File: src/rtl/ones_pattern_generator_pkg.sv
// Shared definitions for the thermometer-code (ones pattern) generator.
// Vector width is derived from the count width so that any legal count fits the word.
package ones_pattern_generator_pkg;

  localparam int DEFAULT_N    = 6;
  localparam int DEFAULT_STEP = 8;

  function automatic int vec_width(input int n);
    return (2 ** (n + 1)) - 1;
  endfunction

  // Encoding 2'd3 is unused and recovers to IDLE
  typedef enum logic [1:0] {
    IDLE = 2'd0,
    FILL = 2'd1,
    DONE = 2'd2
  } state_t;

endpackage

File: src/rtl/ones_pattern_generator_step_mask.sv
// Combinational mask of s right-justified ones (2^s - 1), STEP bits wide.
module ones_step_mask #(
  parameter int STEP = 8,
  parameter int SW   = 4
) (
  input  logic [SW-1:0]   s,
  output logic [STEP-1:0] mask
);

  always_comb begin
    mask = '0;
    for (int i = 0; i < STEP; i++) begin
      mask[i] = (i < int'(s));
    end
  end

endmodule

File: src/rtl/ones_pattern_generator.sv
// Builds a W-bit word holding exactly k right-justified ones, inserting up to STEP ones per cycle.
// Start/done handshake; ready/busy/done are decoded from state only.
module ones_pattern_generator
  import ones_pattern_generator_pkg::*;
#(
  parameter  int N    = DEFAULT_N,
  parameter  int STEP = DEFAULT_STEP,
  localparam int W    = vec_width(N),
  localparam int SW   = $clog2(STEP + 1)
) (
  input  logic         clk,
  input  logic         rst,
  input  logic         start,
  input  logic [N:0]   count,
  output logic         ready,
  output logic         busy,
  output logic         done,
  output logic [W-1:0] vec
);

  state_t          state;
  state_t          state_next;
  logic [N:0]      remaining;
  logic [N:0]      rem_next;
  logic [SW-1:0]   s;
  logic [STEP-1:0] mask;

  // Ones inserted this cycle: min(STEP, remaining)
  always_comb begin
    s = SW'(remaining);
    if (remaining > (N + 1)'(STEP)) begin
      s = SW'(STEP);
    end
  end

  assign rem_next = remaining - (N + 1)'(s);

  ones_step_mask #(
    .STEP (STEP),
    .SW   (SW)
  ) u_step_mask (
    .s    (s),
    .mask (mask)
  );

  always_ff @(posedge clk or posedge rst) begin
    if (rst) begin
      state <= IDLE;
    end else begin
      state <= state_next;
    end
  end

  always_comb begin
    state_next = IDLE;
    ready      = 1'b0;
    busy       = 1'b0;
    done       = 1'b0;
    case (state)
      IDLE: begin
        ready      = 1'b1;
        state_next = start ? FILL : IDLE;
      end
      FILL: begin
        busy       = 1'b1;
        state_next = (rem_next == '0) ? DONE : FILL;
      end
      DONE: begin
        done       = 1'b1;
        state_next = IDLE;
      end
      default: state_next = IDLE;
    endcase
  end

  always_ff @(posedge clk or posedge rst) begin
    if (rst) begin
      remaining <= '0;
      vec       <= '0;
    end else begin
      case (state)
        IDLE: begin
          if (start) begin
            remaining <= count;
            vec       <= '0;
          end
        end
        FILL: begin
          remaining <= rem_next;
          vec       <= (vec << s) | W'(mask);
        end
        default: ;
      endcase
    end
  end

endmodule

File: config.mk
export PLATFORM = sky130hd
export DESIGN_NAME = ones_pattern_generator
export DESIGN_NICKNAME = d
export VERILOG_FILES = /design/src/rtl/ones_pattern_generator_pkg.sv /design/src/rtl/ones_pattern_generator_step_mask.sv /design/src/rtl/ones_pattern_generator.sv
export SDC_FILE = /design/constraint.sdc
export NUM_CORES = 1
export LEC_CHECK = 0
export CELL_PAD_IN_SITES_DETAIL_PLACEMENT = 1
export CELL_PAD_IN_SITES_GLOBAL_PLACEMENT = 1
export CORE_ASPECT_RATIO = 0.7
export CORE_MARGIN = 4
export CORE_UTILIZATION = 42
export CTS_CLUSTER_SIZE = 20
export DETAILED_ROUTE_END_ITERATION = 8
export PLACE_DENSITY = 0.87
export SKIP_LAST_GASP = 1
export SLEW_MARGIN = 20
export SYNTH_ARGS = -nofsm -noshare
export SYNTH_HDL_FRONTEND = slang
export SYNTH_SLANG_ARGS = --single-unit
File: constraint.sdc
create_clock -name clk -period 5.6 [get_ports clk]
set_clock_uncertainty 0.15 [all_clocks]
set_input_delay 1.4 -clock clk [delete_from_list [all_inputs] [get_ports clk]]
set_output_delay 1.4 -clock clk [all_outputs]
set_load 0.01 [all_outputs]
==> impl_metrics.json <==
{
  "fmax_ghz": 0.266,
  "final-setup-viol-count": 0,
  "hold_path.class": "register to register",
  "switching_share_pct": 52.0,
  "post_cts_buffers": 0,
  "finish.utilization_pct": 50.7,
  "tritoncts": "done",
  "synth_cell_types": 64,
  "post_drt_wl_per_cell_um": 27.5,
  "cp-end-kind": "register",
  "netlist_instances": 1367,
  "drt_iter0_drc": 1766,
  "met3_length_um": 5220,
  "die-area_mm2": 0.0288,
  "power_frac_clock_pct": 13.8,
  "switching_power_w": 0.00489,
  "nNetsFinal": 1416,
  "htreeDepth": 4,
  "cts_sinks": 136,
  "worstMarginPinSlew_ps": 1040,
  "ctsHoldBuffers": 0,
  "crit_required_ps": 5770,
  "synth_seq_cells": 136,
  "startpoint_type": "register",
  "layout_min_cycle_time_ps": 3760,
  "viasPerCell": 7.22,
  "ant_nets": 0,
  "critPathBufInv": 2,
  "wl_um": 48000,
  "status": "complete, no violations",
  "synth.net_count": 1379,
  "seqPwrFrac_pct": 25.7,
  "grt_usage_pct": 32.5,
  "cap_violations": 0,
  "wl_met1_um": 20500,
  "max_stage_delay_ps": 650,
  "insertion_delay_ps": 440,
  "cp_top_family": "simple AND/OR/NAND/NOR gates",
  "io_pins": 140,
  "min_period_over_period_pct": 67.2,
  "syn_area_mm2": 0.0110,
  "antenna_found_initial": 0,
  "rsz0062_at_grt": "no",
  "synth-seq-area-share_pct": 31.0,
  "max-vdd-ir-drop_mv": 0.302,
  "synth-edff-count": 0,
  "hold_viol": 0,
  "yosys-top-cells-area": "dfrtp_1 31%, nand3_1 14%, mux2i_1 7.8%",
  "dr.pass1.iters": 8,
  "comb_power_share_pct": 60.5,
  "grt-ovfl-total": 0,
  "synth-main-ff-cell": "dfrtp_1",
  "slew_viol_final": 0,
  "syn_avg_cell_area_um2": 8.03,
  "hpwl_um": 29800,
  "port_buffers": 139,
  "cpMostUsedCell": "buf_4",
  "core-area_mm2": 0.0257,
  "drive_gt1_share_pct": 9.03,
  "grt_pass1_wl_um": 75600,
  "synth_top_area_share_pct": 31.0,
  "num_vias": 12600,
  "fin_setup_tns_ps": 0,
  "grt_max_degree": 89,
  "cts_root_buf": "clkbuf_16",
  "diodes": 0,
  "fp-row-count": 49,
  "synth_top_area_cell": "dfrtp_1",
  "wl_met2_um": 21200,
  "die_w_um": 201,
  "cts_max_path_buffers": 2,
  "crit_path_top_delay_cell": "nor4_2",
  "worstPathArrival_ps": 3930,
  "criticalPathCategory": "register to register",
  "synthArstFlopShare_pct": 100,
  "design_area_mm2": 0.0130,
  "synthToLayoutAreaGrowth_pct": 18.7,
  "grt_pass1_vias": 12500,
  "crit_fanout": 72,
  "p_leak_nw": 5.14,
  "post_cts_resized": 0,
  "die_y_um": 143,
  "drc_errors": 0,
  "ys_warn_count": 0,
  "cts_buffers": 17,
  "start_util_pct": 42.7,
  "worstPathCellList": "nor4_2, buf_4, nand2_4, buf_4, a211oi_1, a21oi_1, a221o_1",
  "cts.clk_slew.worst_paths_ps": 70,
  "gp_congestion": 0.879,
  "place_area_mm2": 0.0124,
  "p_int_w": 0.00452,
  "p_per_area_mw_per_mm2": 722,
  "slew-limit-headroom_pct": 30.6,
  "routed.top_layer": "met4"
}
-- synth_stat cells (28+ instances only) --
cell and number:
o211ai_1 46, a22oi_1 79, mux2i_1 85, nand3_1 305, buf_2 52, a21oi_1 33
nand2_1 109, clkbuf_1 67, o21ai_0 110, nor2_1 28, mux2_2 43, dfrtp_1 136
-- final timing paths --
path                                    from        to  slack [ps]  cells past startpoint
worst max-delay path            remaining[3]   vec[74]        1840                      7
worst min-delay path                vec[126]  vec[126]         330                      2
worst max register to register  remaining[3]   vec[74]        1840                      7
worst min register to register      vec[126]  vec[126]         330                      2
max in group asynchronous                rst   vec[12]        2910                      3
min in group asynchronous                rst  vec[112]        1360                      2
-- cell type report --
class / count / area, um2
clock buffers: 17 / 425
clock inverters: 15 / 224
fillers: 3044 / 12700
inverters: 8 / 35.0
multi-input cells: 1075 / 6900
flip-flops and latches: 136 / 3410
well taps: 331 / 414
repair buffers: 166 / 1630
-- worst register-to-register path: stages, from the launching register on --
cell,delay [ps]
dfrtp_1,460
nor4_2,650
buf_4,350
nand2_4,470
buf_4,550
a211oi_1,470
a21oi_1,170
a221o_1,370
-- metal layers --
layer  vias to the layer above  track usage, %
li1                       5323               -
met1                      6374            47.2
met2                       830            48.6
met3                        94            7.51
met4                         0            9.56
met5                         -               0
-- power groups by stage --
stage	Clock, W	Sequential, W	Combinational (W)
finish	0.00130	0.00242	0.00569
global route	0.00134	0.00247	0.00611
CTS	0.00130	0.00237	0.00559
detailed placement	0	0.00236	0.00550
global placement	0	0.00235	0.00532
floorplan	0	0.00209	0.00357
-- flip-flops by register name, indices dropped and copies added (netlist names) --
| signal | flops |
|---|---|
| remaining | 7 |
| vec | 127 |
| state | 2 |
-- layout by cell type, fill, tap and decap left out, types with 24 or more instances in the layout --
cell / count
nand3_1: 305
clkdlybuf4s50_1: 139
a22oi_1: 79
dfrtp_1: 135
mux2_2: 43
nor2_1: 25
nand2_1: 108
buf_4: 24
o211ai_1: 46
mux2i_1: 85
o21ai_0: 110
a21oi_1: 33
-- metrics by stage --
| stage | hold slack, ps | power [W] | instances | worst slack (ps) |
|---|---|---|---|---|
| 6_report | 334 | 0.00940 | 1748 | 1840 |
| 5_1_grt | 407 | 0.00993 | 1748 | 1650 |
| 4_1_cts | 335 | 0.00926 | 1748 | 1950 |
| 3_5_place_dp | 321 | 0.00787 | 1716 | 1850 |
| 3_3_place_gp | 322 | 0.00767 | 1716 | 1950 |
| 2_1_floorplan | 360 | 0.00566 | 1367 | 411 |
-- cell families after synthesis --
group / share of synthesized area, %
AND/OR/NAND/NOR: 22.3
AO/OA/AOI/OAI: 27.6
buffers and inverters: 6.61
flip-flops: 31.0
multiplexers: 12.2
adder cells (fa/ha/maj): 0.228
other: 0.0684
No activity file was read; power rests on OpenSTA's default activity.
